`config.mk`:
```
export PLATFORM = sky130hd
export DESIGN_NAME = write_traffic_gen_flat
export DESIGN_NICKNAME = d
export VERILOG_FILES = /design/src/rtl/write_traffic_gen_if.sv /design/src/rtl/write_traffic_gen.sv /design/src/flat_wrapper.sv
export SDC_FILE = /design/constraint.sdc
export NUM_CORES = 1
export LEC_CHECK = 0
export BUFFER_PORTS_ARGS = -buffer_cell sky130_fd_sc_hd__buf_2
export CORE_MARGIN = 8
export CORE_UTILIZATION = 40
export CTS_CLUSTER_SIZE = 40
export DETAILED_ROUTE_END_ITERATION = 6
export PLACE_DENSITY = 0.72
export SYNTH_ARGS = -nofsm -noshare
export SYNTH_HDL_FRONTEND = slang
export SYNTH_SLANG_ARGS = --single-unit
```
`constraint.sdc`:
```
create_clock -name clk -period 3.1 [get_ports clk]
set_input_delay 0.155 -clock clk [delete_from_list [all_inputs] [get_ports clk]]
set_output_delay 0.155 -clock clk [all_outputs]
set_load 0.03 [all_outputs]
```
`src/rtl/write_traffic_gen_if.sv`:
```
// Engine-side bus between write_traffic_gen (master) and write_engine (slave).
//   start       : one-cycle pulse per burst
//   write_addr  : burst byte address, held for the whole burst
//   burst       : AWLEN encoding (beats = burst+1)
//   strobe      : byte enables, all ones
//   write_data  : current beat data
//   write_ready : one-cycle pulse per beat offered
//   write_resp  : engine pulse, AW accepted or one W beat accepted
//   write_end   : engine pulse, burst response received
interface write_traffic_gen_if #(
  parameter int ADDR_WIDTH = 33,
  parameter int DATA_WIDTH = 256,
  parameter int LEN_WIDTH  = 8
) ();
  logic                    start;
  logic [ADDR_WIDTH-1:0]   write_addr;
  logic [LEN_WIDTH-1:0]    burst;
  logic [DATA_WIDTH/8-1:0] strobe;
  logic [DATA_WIDTH-1:0]   write_data;
  logic                    write_ready;
  logic                    write_resp;
  logic                    write_end;

  modport master (
    output start, write_addr, burst, strobe, write_data, write_ready,
    input  write_resp, write_end
  );

  modport slave (
    input  start, write_addr, burst, strobe, write_data, write_ready,
    output write_resp, write_end
  );
endinterface

```
`src/rtl/write_traffic_gen.sv`:
```
// Stimulus sequencer for write_engine: issues cfg_num_bursts bursts of
// cfg_burst_len+1 beats, one beat and one burst outstanding at a time.
// Data word per beat is (seed + global beat index) replicated across lanes.
// Ports:
//   clk, resetn           : clock, synchronous active-low reset
//   cfg_*                 : run configuration, latched when cfg_start is accepted
//   busy/done/error       : run status (error = sticky timeout)
//   bursts_done           : bursts retired this run
//   cycle_count           : busy cycles this run, saturating
//   eng                   : engine bus (master side)
module write_traffic_gen #(
  parameter int ADDR_WIDTH = 33,
  parameter int DATA_WIDTH = 256,
  parameter int LEN_WIDTH  = 8,
  parameter int CNT_WIDTH  = 32,
  parameter int TIMEOUT    = 4096
) (
  input  logic                  clk,
  input  logic                  resetn,
  input  logic                  cfg_start,
  input  logic [ADDR_WIDTH-1:0] cfg_base_addr,
  input  logic [ADDR_WIDTH-1:0] cfg_stride,
  input  logic [CNT_WIDTH-1:0]  cfg_num_bursts,
  input  logic [LEN_WIDTH-1:0]  cfg_burst_len,
  input  logic [31:0]           cfg_seed,
  output logic                  busy,
  output logic                  done,
  output logic                  error,
  output logic [CNT_WIDTH-1:0]  bursts_done,
  output logic [CNT_WIDTH-1:0]  cycle_count,
  write_traffic_gen_if.master   eng
);
  localparam int LANES = DATA_WIDTH / 32;
  localparam int WW    = $clog2(TIMEOUT + 1);

  typedef enum logic [2:0] {
    S_IDLE, S_ISSUE, S_ADDR, S_DATA, S_BEAT_WAIT, S_END_WAIT, S_DONE
  } state_t;

  state_t                state_q, state_d;
  logic                  tmo_fire;
  logic [WW-1:0]         wait_cnt;
  logic [ADDR_WIDTH-1:0] addr_q, stride_q;
  logic [CNT_WIDTH-1:0]  num_q;
  logic [LEN_WIDTH-1:0]  len_q;
  logic [31:0]           seed_q, gbeat;
  // one bit wider than len so the last-beat compare works at len=all ones
  logic [LEN_WIDTH:0]    beat;
  logic [31:0]           word;

  always_ff @(posedge clk) begin
    if (!resetn) state_q <= S_IDLE;
    else         state_q <= state_d;
  end

  // Engine events take priority over a timeout expiring in the same cycle.
  always_comb begin
    logic wait_tmo;
    state_d  = state_q;
    tmo_fire = 1'b0;
    wait_tmo = (wait_cnt == WW'(TIMEOUT - 1));
    case (state_q)
      S_IDLE:  if (cfg_start) state_d = (cfg_num_bursts == '0) ? S_DONE : S_ISSUE;
      S_ISSUE: state_d = S_ADDR;
      S_ADDR: begin
        if (eng.write_resp) state_d = S_DATA;
        else if (wait_tmo) begin state_d = S_DONE; tmo_fire = 1'b1; end
      end
      S_DATA: state_d = S_BEAT_WAIT;
      S_BEAT_WAIT: begin
        if (eng.write_resp) state_d = (beat == {1'b0, len_q}) ? S_END_WAIT : S_DATA;
        else if (wait_tmo) begin state_d = S_DONE; tmo_fire = 1'b1; end
      end
      S_END_WAIT: begin
        if (eng.write_end)
          state_d = ((bursts_done + CNT_WIDTH'(1)) == num_q) ? S_DONE : S_ISSUE;
        else if (wait_tmo) begin state_d = S_DONE; tmo_fire = 1'b1; end
      end
      S_DONE:  state_d = S_IDLE;
      default: state_d = S_IDLE;
    endcase
  end

  always_comb begin
    busy            = (state_q != S_IDLE);
    done            = (state_q == S_DONE);
    eng.start       = (state_q == S_ISSUE);
    eng.write_ready = (state_q == S_DATA);
  end

  // Data is a pure function of latched seed and gbeat, so it stays put
  // until gbeat advances on the beat ack.
  assign word           = seed_q + gbeat;
  assign eng.write_data = {LANES{word}};
  assign eng.write_addr = addr_q;
  assign eng.burst      = len_q;
  assign eng.strobe     = '1;

  always_ff @(posedge clk) begin
    if (!resetn) begin
      wait_cnt    <= '0;
      addr_q      <= '0;
      stride_q    <= '0;
      num_q       <= '0;
      len_q       <= '0;
      seed_q      <= '0;
      gbeat       <= '0;
      beat        <= '0;
      bursts_done <= '0;
      cycle_count <= '0;
      error       <= 1'b0;
    end else begin
      wait_cnt <= (state_d != state_q) ? '0 : wait_cnt + WW'(1);
      if (state_q != S_IDLE && !(&cycle_count)) cycle_count <= cycle_count + CNT_WIDTH'(1);
      case (state_q)
        S_IDLE: if (cfg_start) begin
          stride_q    <= cfg_stride;
          num_q       <= cfg_num_bursts;
          len_q       <= cfg_burst_len;
          seed_q      <= cfg_seed;
          addr_q      <= cfg_base_addr;
          gbeat       <= '0;
          bursts_done <= '0;
          cycle_count <= '0;
          error       <= 1'b0;
        end
        S_ADDR: if (eng.write_resp) beat <= '0;
        S_BEAT_WAIT: if (eng.write_resp) begin
          gbeat <= gbeat + 32'd1;
          if (beat != {1'b0, len_q}) beat <= beat + (LEN_WIDTH+1)'(1);
        end
        S_END_WAIT: if (eng.write_end) begin
          bursts_done <= bursts_done + CNT_WIDTH'(1);
          addr_q      <= addr_q + stride_q;
        end
        default: ;
      endcase
      if (tmo_fire) error <= 1'b1;
    end
  end
endmodule

```
`src/flat_wrapper.sv`:
```
// flat-port wrapper written by rule: the top's interface ports become plain ports
module write_traffic_gen_flat 
#(
  parameter int ADDR_WIDTH = 33,
  parameter int DATA_WIDTH = 256,
  parameter int LEN_WIDTH  = 8,
  parameter int CNT_WIDTH  = 32,
  parameter int TIMEOUT    = 4096
)
  (clk, resetn, cfg_start, cfg_base_addr, cfg_stride, cfg_num_bursts, cfg_burst_len, cfg_seed, busy, done, error, bursts_done, cycle_count, eng_start, eng_write_addr, eng_burst, eng_strobe, eng_write_data, eng_write_ready, eng_write_resp, eng_write_end);
  write_traffic_gen_if #(.ADDR_WIDTH(ADDR_WIDTH), .DATA_WIDTH(DATA_WIDTH), .LEN_WIDTH(LEN_WIDTH)) eng_i ();
  input  logic clk;
  input  logic resetn;
  input  logic cfg_start;
  input  logic [ADDR_WIDTH-1:0] cfg_base_addr;
  input  logic [ADDR_WIDTH-1:0] cfg_stride;
  input  logic [CNT_WIDTH-1:0] cfg_num_bursts;
  input  logic [LEN_WIDTH-1:0] cfg_burst_len;
  input  logic [31:0] cfg_seed;
  output logic busy;
  output logic done;
  output logic error;
  output logic [CNT_WIDTH-1:0] bursts_done;
  output logic [CNT_WIDTH-1:0] cycle_count;
  output wire logic [$bits(eng_i.start)-1:0] eng_start;
  output wire logic [$bits(eng_i.write_addr)-1:0] eng_write_addr;
  output wire logic [$bits(eng_i.burst)-1:0] eng_burst;
  output wire logic [$bits(eng_i.strobe)-1:0] eng_strobe;
  output wire logic [$bits(eng_i.write_data)-1:0] eng_write_data;
  output wire logic [$bits(eng_i.write_ready)-1:0] eng_write_ready;
  input wire logic [$bits(eng_i.write_resp)-1:0] eng_write_resp;
  input wire logic [$bits(eng_i.write_end)-1:0] eng_write_end;
  assign eng_start = eng_i.start;
  assign eng_write_addr = eng_i.write_addr;
  assign eng_burst = eng_i.burst;
  assign eng_strobe = eng_i.strobe;
  assign eng_write_data = eng_i.write_data;
  assign eng_write_ready = eng_i.write_ready;
  assign eng_i.write_resp = eng_write_resp;
  assign eng_i.write_end = eng_write_end;
  write_traffic_gen #(.ADDR_WIDTH(ADDR_WIDTH), .DATA_WIDTH(DATA_WIDTH), .LEN_WIDTH(LEN_WIDTH), .CNT_WIDTH(CNT_WIDTH), .TIMEOUT(TIMEOUT)) u_core (.clk(clk), .resetn(resetn), .cfg_start(cfg_start), .cfg_base_addr(cfg_base_addr), .cfg_stride(cfg_stride), .cfg_num_bursts(cfg_num_bursts), .cfg_burst_len(cfg_burst_len), .cfg_seed(cfg_seed), .busy(busy), .done(done), .error(error), .bursts_done(bursts_done), .cycle_count(cycle_count), .eng(eng_i));
endmodule
```
Word-level counts from Yosys, hierarchy flattened
Index checks and enable logic that the tools add are counted.

cells by class
  $add $sub $neg = 7
  equality and inequality tests = 16
  mux-type cells = 31
  bitwise operators = 1
  reductions and logical operators = 18

operators with widths
  kind                                                                     count
  32-bit 2-to-1 mux                                                        6
  32-bit case mux with 2 select lines                                      2
  32-bit by 1-bit adder with 32-bit output, second input constant          3
  33-bit 2-to-1 mux                                                        2
  33-bit case mux with 2 select lines                                      1
  33-bit adder                                                             1
  32-bit adder                                                             1
  32-bit equality test                                                     1
  32-bit logical NOT                                                       1
  32-bit AND reduction                                                     1
  9-bit 2-to-1 mux                                                         3
  3-bit 2-to-1 mux                                                         8
  3-bit case mux with 6 select lines                                       1
  9-bit case mux with 2 select lines                                       1
  13-bit by 1-bit adder with 13-bit output, second input constant          1
  13-bit by 12-bit equality test with 1-bit output, second input constant  1
  2-bit nonzero test                                                       5
  9-bit by 1-bit adder with 9-bit output, second input constant            1
  3-bit equality test, second input constant                               3
  9-bit by 8-bit equality test with 1-bit output                           1
  9-bit by 8-bit != test with 1-bit output                                 1
  2-bit != test, second input constant                                     4
  3-bit by 2-bit equality test with 1-bit output, second input constant    2
  1-bit 2-to-1 mux                                                         6
  13 further kinds                                                         16

word-level totals
  flip-flop bits (word level) = 260
  input bits = 143
  output and inout port bits = 398

Depth between registers and ports, before layout
  depth in word-level cells = 7
  gate-level depth with buffers = 13

Worst setup path after synthesis
Ideal clock, no wire load.

  kind = reg-to-output
  from = reg u_core.gbeat[0]
  to = out eng_write_data[118]
  arrival = 3.642 ns
  data required time = 2.945 ns
  setup slack = -0.697 ns
  stages on the path, launching flop included = 14
  path buffers = 1
  cell sequence = dfxtp_1 -> ha_1 -> inv_1 -> fa_1 -> nor2b_1 -> o211ai_1 -> a211oi_1 -> and4bb_2 -> o31a_1 -> o21ba_2 -> o21bai_1 -> a21oi_1 -> xnor2_1 -> buf_4

between the ends
  word-level cells in the longest chain between the ends = 1

RTL lines
  what                    line                      RTL
  start, declared         write_traffic_gen.sv:46   logic [31:0] seed_q, gbeat;
  start signal, assigned  write_traffic_gen.sv:129  gbeat <= gbeat + 32'd1;
  32-bit adder            write_traffic_gen.sv:93   assign word = seed_q + gbeat;
  end, declared           flat_wrapper.sv:29        output wire logic [$bits(eng_i.write_data)-1:0] eng_write_data;

Every way passes these cells.

Final worst setup path
  from = reg u_core.seed_q[0]
  to = out eng_write_data[216]

between the ends
  word-level cells in the longest chain between the ends = 1

RTL lines
  what                    line                      RTL
  start, declared         write_traffic_gen.sv:46
  start signal, assigned  write_traffic_gen.sv:120  seed_q <= cfg_seed;
  32-bit adder            write_traffic_gen.sv:93

Every way passes these cells.

==> flow_results.org <==
** Detailed routing
- Average vias per placed instance :: between 5 and 6
- Mean routed wirelength per cell :: roughly 20 µm
- First-pass detailed-route iteration total :: 6
- For this run, design rule violations remaining after detail routing come to 0.
- Drt total wl :: between 60 and 70 mm
- Remaining antenna violation count after routing :: 0
- After the first detailed-routing iteration, the DRC count stood at between 1000 and 1500.
- For this block, the via count after detailed routing is roughly 18000.

** Timing
- Final-report setup violation count :: 160
- Total count of max-transition violations in the final report :: 0
- Least-Margin Pin Slew :: just under 900 ps
- Worst relative slew slack :: approximately 41%
- Worst hold slack :: between 40 and 50 ps
- Highest achievable clock rate :: about 260 MHz
- Setup repair after global routing could not meet its margin everywhere.
- Min Tclk post-route :: slightly below 4000 ps
- Fraction of the cycle the final worst path needs :: 124%
- Clk_skew :: approximately 14 ps
- Crit path setup slack, layout :: -745 ps
- The final number of hold-violating endpoints is 0.

** Global route
- Overall routing resource usage :: 23.3%
- Largest net degree at the start of global routing :: 76
- The number of global-route vias before repair was about 18000.
- Grt ovf :: 0
- Wire length of the first global-routing pass :: ~96 mm
- The initial antenna violation count is 5.

** Final layout
- Compared with the post-synthesis result, the final layout area differs by 40.1%.
- Fraction of final layout cells with drive strength greater than 1 :: around 32%
- The final layout contains 2935 nets.
- Once layout is done, the placed cells without fillers occupy ~24000 µm².
- Fillcell total :: between 3000 and 4000

** Floorplanning
- The floorplan step defined a core boundary enclosing about 43000 µm².
- After floorplanning, the core was divided into between 70 and 80 placement rows.
- The die covers between 40000 and 50000 µm².
- Top Ports :: about 540
- The die is roughly 220 µm wide.
- Measured along the y axis, the die boundary spans ~220 µm.
- Once the floorplan was initialized, standard cells occupied 40.1% of the core.

** Synthesis
- By count the netlist is led by 344 x sky130_fd_sc_hd__nand2_1, 264 x sky130_fd_sc_hd__buf_4, 260 x sky130_fd_sc_hd__dfxtp_1, 160 x sky130_fd_sc_hd__a21oi_1, 157 x sky130_fd_sc_hd__nor2_1.
- After synthesis, the largest area contributor takes up between 30% and 40% of total cell area.
- Sequential elements use between 30% and 40% of the synthesized area.
- Counting flops with a built-in enable in the synthesized netlist gives 0.
- Number of different library cells in the post-synthesis netlist :: 86
- Sorting the synthesized cells by area gives the leading types as sky130_fd_sc_hd__dfxtp_1 30%, sky130_fd_sc_hd__buf_4 12%, sky130_fd_sc_hd__nand2_1 7.5%.
- Most used flip-flop cell after synthesis :: sky130_fd_sc_hd__dfxtp_1
- A synthesized cell averages between 7 and 8 µm².
- Synthesized instance count :: 2203
- Synthesis-stage register bit count :: 260
- The synthesized design spends more area on one cell type than any other, namely sky130_fd_sc_hd__dfxtp_1.
- Number of warning messages in the yosys log :: 0
- The cell area that synthesis handed to floorplanning was between 15000 and 20000 µm².
- Ys async rst share :: 0%
- Yosys instantiated no cell more often than sky130_fd_sc_hd__nand2_1.

** Setup path
- Worst flop-to-flop path endpoint :: u_core.eng.write_addr[32]$_SDFFE_PN0P_
- The worst setup path is captured at a primary output.
- Required time at the endpoint of the critical path :: between 2000 and 3000 ps
- Type of origin of the critical path :: register
- The setup path with the least slack is of type reg -> out.
- For the worst setup path, the data arrival time is approximately 3700 ps.
- Startpoint of the most critical setup path :: u_core.seed_q[0]$_SDFFE_PN0P_
- Highest fanout seen on the critical path :: 4
- Crit Reg-Reg Startpoint :: u_core.eng.write_addr[0]$_SDFFE_PN0P_
- In this run the register-to-register setup slack is ~100 ps.
- Depth of the worst register-to-register path :: 12

** CTS
- Num CTS Buffers :: 34
- The clock reaches the later pin of the worst-skew pair after 530 ps.
- Buffer levels on the longest clock path :: 3
- The H-tree was split into 2 levels.
- Clock-pin slew was measured on the worst setup and hold paths at 60 ps.
- Root Driver :: sky130_fd_sc_hd__clkbuf_16
- Clock tree from TritonCTS :: yes
- Number of clock sinks :: 260

** Placement
- After legalization and detailed placement, the total HPWL measured 42.3 mm.
- During placement, the flow inserted port buffers numbering around 510.
- Gpl congestion :: between 0.9 and 1
- Placed cell area :: just under 20000 µm²

** Status
- The flow ran to the end, but the final reports show violations.
- The final reports fail on negative setup slack.

** Min path
- The min-delay analysis places its worst path in the category in -> reg.
- Number of stages on the worst hold path :: 5
- The startpoint identified for the worst hold timing path is cfg_base_addr[5].
- For hold timing, the worst endpoint is u_core.eng.write_addr[5]$_SDFFE_PN0P_.

** Run
- MaxCap Viol Count :: 0

** Power
- PD cells :: ~450 nW/µm²
- Static power due to leakage :: about 11 nW
- The worst-case IR drop observed on VDD is 370 µV.
==> cells by family (layout without fill, tap and decap cells) <==
family / count (synthesis) / count (layout) / share of synthesized area (%)
XOR/XNOR: 170 / 170 / 8.69
multiplexers: 17 / 17 / 1.01
flip-flops: 260 / 260 / 30.4
other: 1 / 37 / 0.0219
AND/OR/NAND/NOR: 799 / 799 / 22.2
adder cells (fa/ha/maj): 70 / 70 / 5.20
buffers and inverters: 401 / 913 / 14.7
AO/OA/AOI/OAI: 485 / 485 / 17.8
==> layer usage <==
| layer | vias to the layer above | GRT usage (%) | share of wire [%] |
|---|---|---|---|
| li1 | 8344 | - | - |
| met1 | 8495 | 25.8 | 38 |
| met2 | 940 | 41.4 | 49 |
| met3 | 258 | 5.32 | 7.5 |
| met4 | 2 | 12.1 | 5.7 |
| met5 | - | 0 | 0.021 |
==> sequential cells by signal, summed over array words and instances, names as in the netlist <==
signal                 count
u_core.cycle_count        32
u_core.error               1
u_core.gbeat              32
u_core.wait_cnt           13
u_core.state_q             3
u_core.eng.burst           8
u_core.stride_q           33
u_core.beat                9
u_core.num_q              32
u_core.eng.write_addr     33
u_core.seed_q             32
u_core.bursts_done        32
==> report_power, final <==
part | total (mW) | internal [mW] | switching [mW]
combinational | 3.12 | 1.19 | 1.93
sequential | 3.67 | 3.51 | 0.159
clock | 4.07 | 2.49 | 1.59
total | 10.9 | 7.19 | 3.68
==> cells in the final DEF, fill, tap and decap left out, types with 74 or more instances in the layout <==
cell                              n
sky130_fd_sc_hd__a21boi_0        76
sky130_fd_sc_hd__a21oi_1        136
sky130_fd_sc_hd__buf_2          327
sky130_fd_sc_hd__buf_4          161
sky130_fd_sc_hd__buf_6          166
sky130_fd_sc_hd__dfxtp_1        240
sky130_fd_sc_hd__dlygate4sd3_1  130
sky130_fd_sc_hd__nand2_1        340
sky130_fd_sc_hd__nor2_1         151
sky130_fd_sc_hd__o21ai_0         89
sky130_fd_sc_hd__xnor2_1         74
sky130_fd_sc_hd__xor2_1          78
==> worst max path at each step <==
stage | end | cells past startpoint
after global routing | eng_write_data[216] | 13
after detailed placement | eng_write_data[254] | 13
after global placement | eng_write_data[118] | 13
after floorplan | eng_write_data[54] | 13
after CTS | eng_write_data[118] | 14
final | eng_write_data[216] | 13
==> final cells by class <==
class	count	area, µm²	area share [%]
multi-input cells	1573	10400	43.2
repair buffers	807	6390	26.6
well taps	546	683	2.85
inverters	46	173	0.719
clock buffers	45	986	4.11
flip-flops and latches	260	5240	21.8
clock inverters	15	158	0.657
diodes	5	12.5	0.0521
==> worst max-delay path, stage by stage, from the launching register on <==
cell	delay, ps
sky130_fd_sc_hd__dfxtp_2	350
sky130_fd_sc_hd__ha_4	140
sky130_fd_sc_hd__inv_2	30
sky130_fd_sc_hd__fa_2	360
sky130_fd_sc_hd__nor2b_4	120
sky130_fd_sc_hd__o211ai_1	150
sky130_fd_sc_hd__a211oi_2	380
sky130_fd_sc_hd__and4bb_4	310
sky130_fd_sc_hd__o31a_1	290
sky130_fd_sc_hd__o21ai_0	260
sky130_fd_sc_hd__a21oi_2	160
sky130_fd_sc_hd__xnor2_4	220
sky130_fd_sc_hd__buf_4	170
sky130_fd_sc_hd__buf_2	220
==> timing repair <==
item,4_1_cts,5_1_grt
hold buffers,130,0
pin swaps,53,67
endpoints found under the setup margin,178,209
resized for setup,311,255
buffers inserted,38,21
endpoints found under the hold margin,130,0
==> per-stage QoR <==
step / setup TNS, ps / power, mW / std cells / util [%] / setup WS, ps
after CTS: -40680 / 10.7 / 3283 / 54.1 / -593
final: -54400 / 10.9 / 3297 / 56.2 / -745
after detailed placement: -5590 / 6.23 / 3057 / 45.0 / -190
after global routing: -64420 / 11.3 / 3295 / 56.2 / -801
after global placement: -2570 / 6.19 / 3057 / 45.0 / -120
after floorplan: -1400 / 5.75 / 2234 / - / -146
Power figures use the tool's default switching activity.
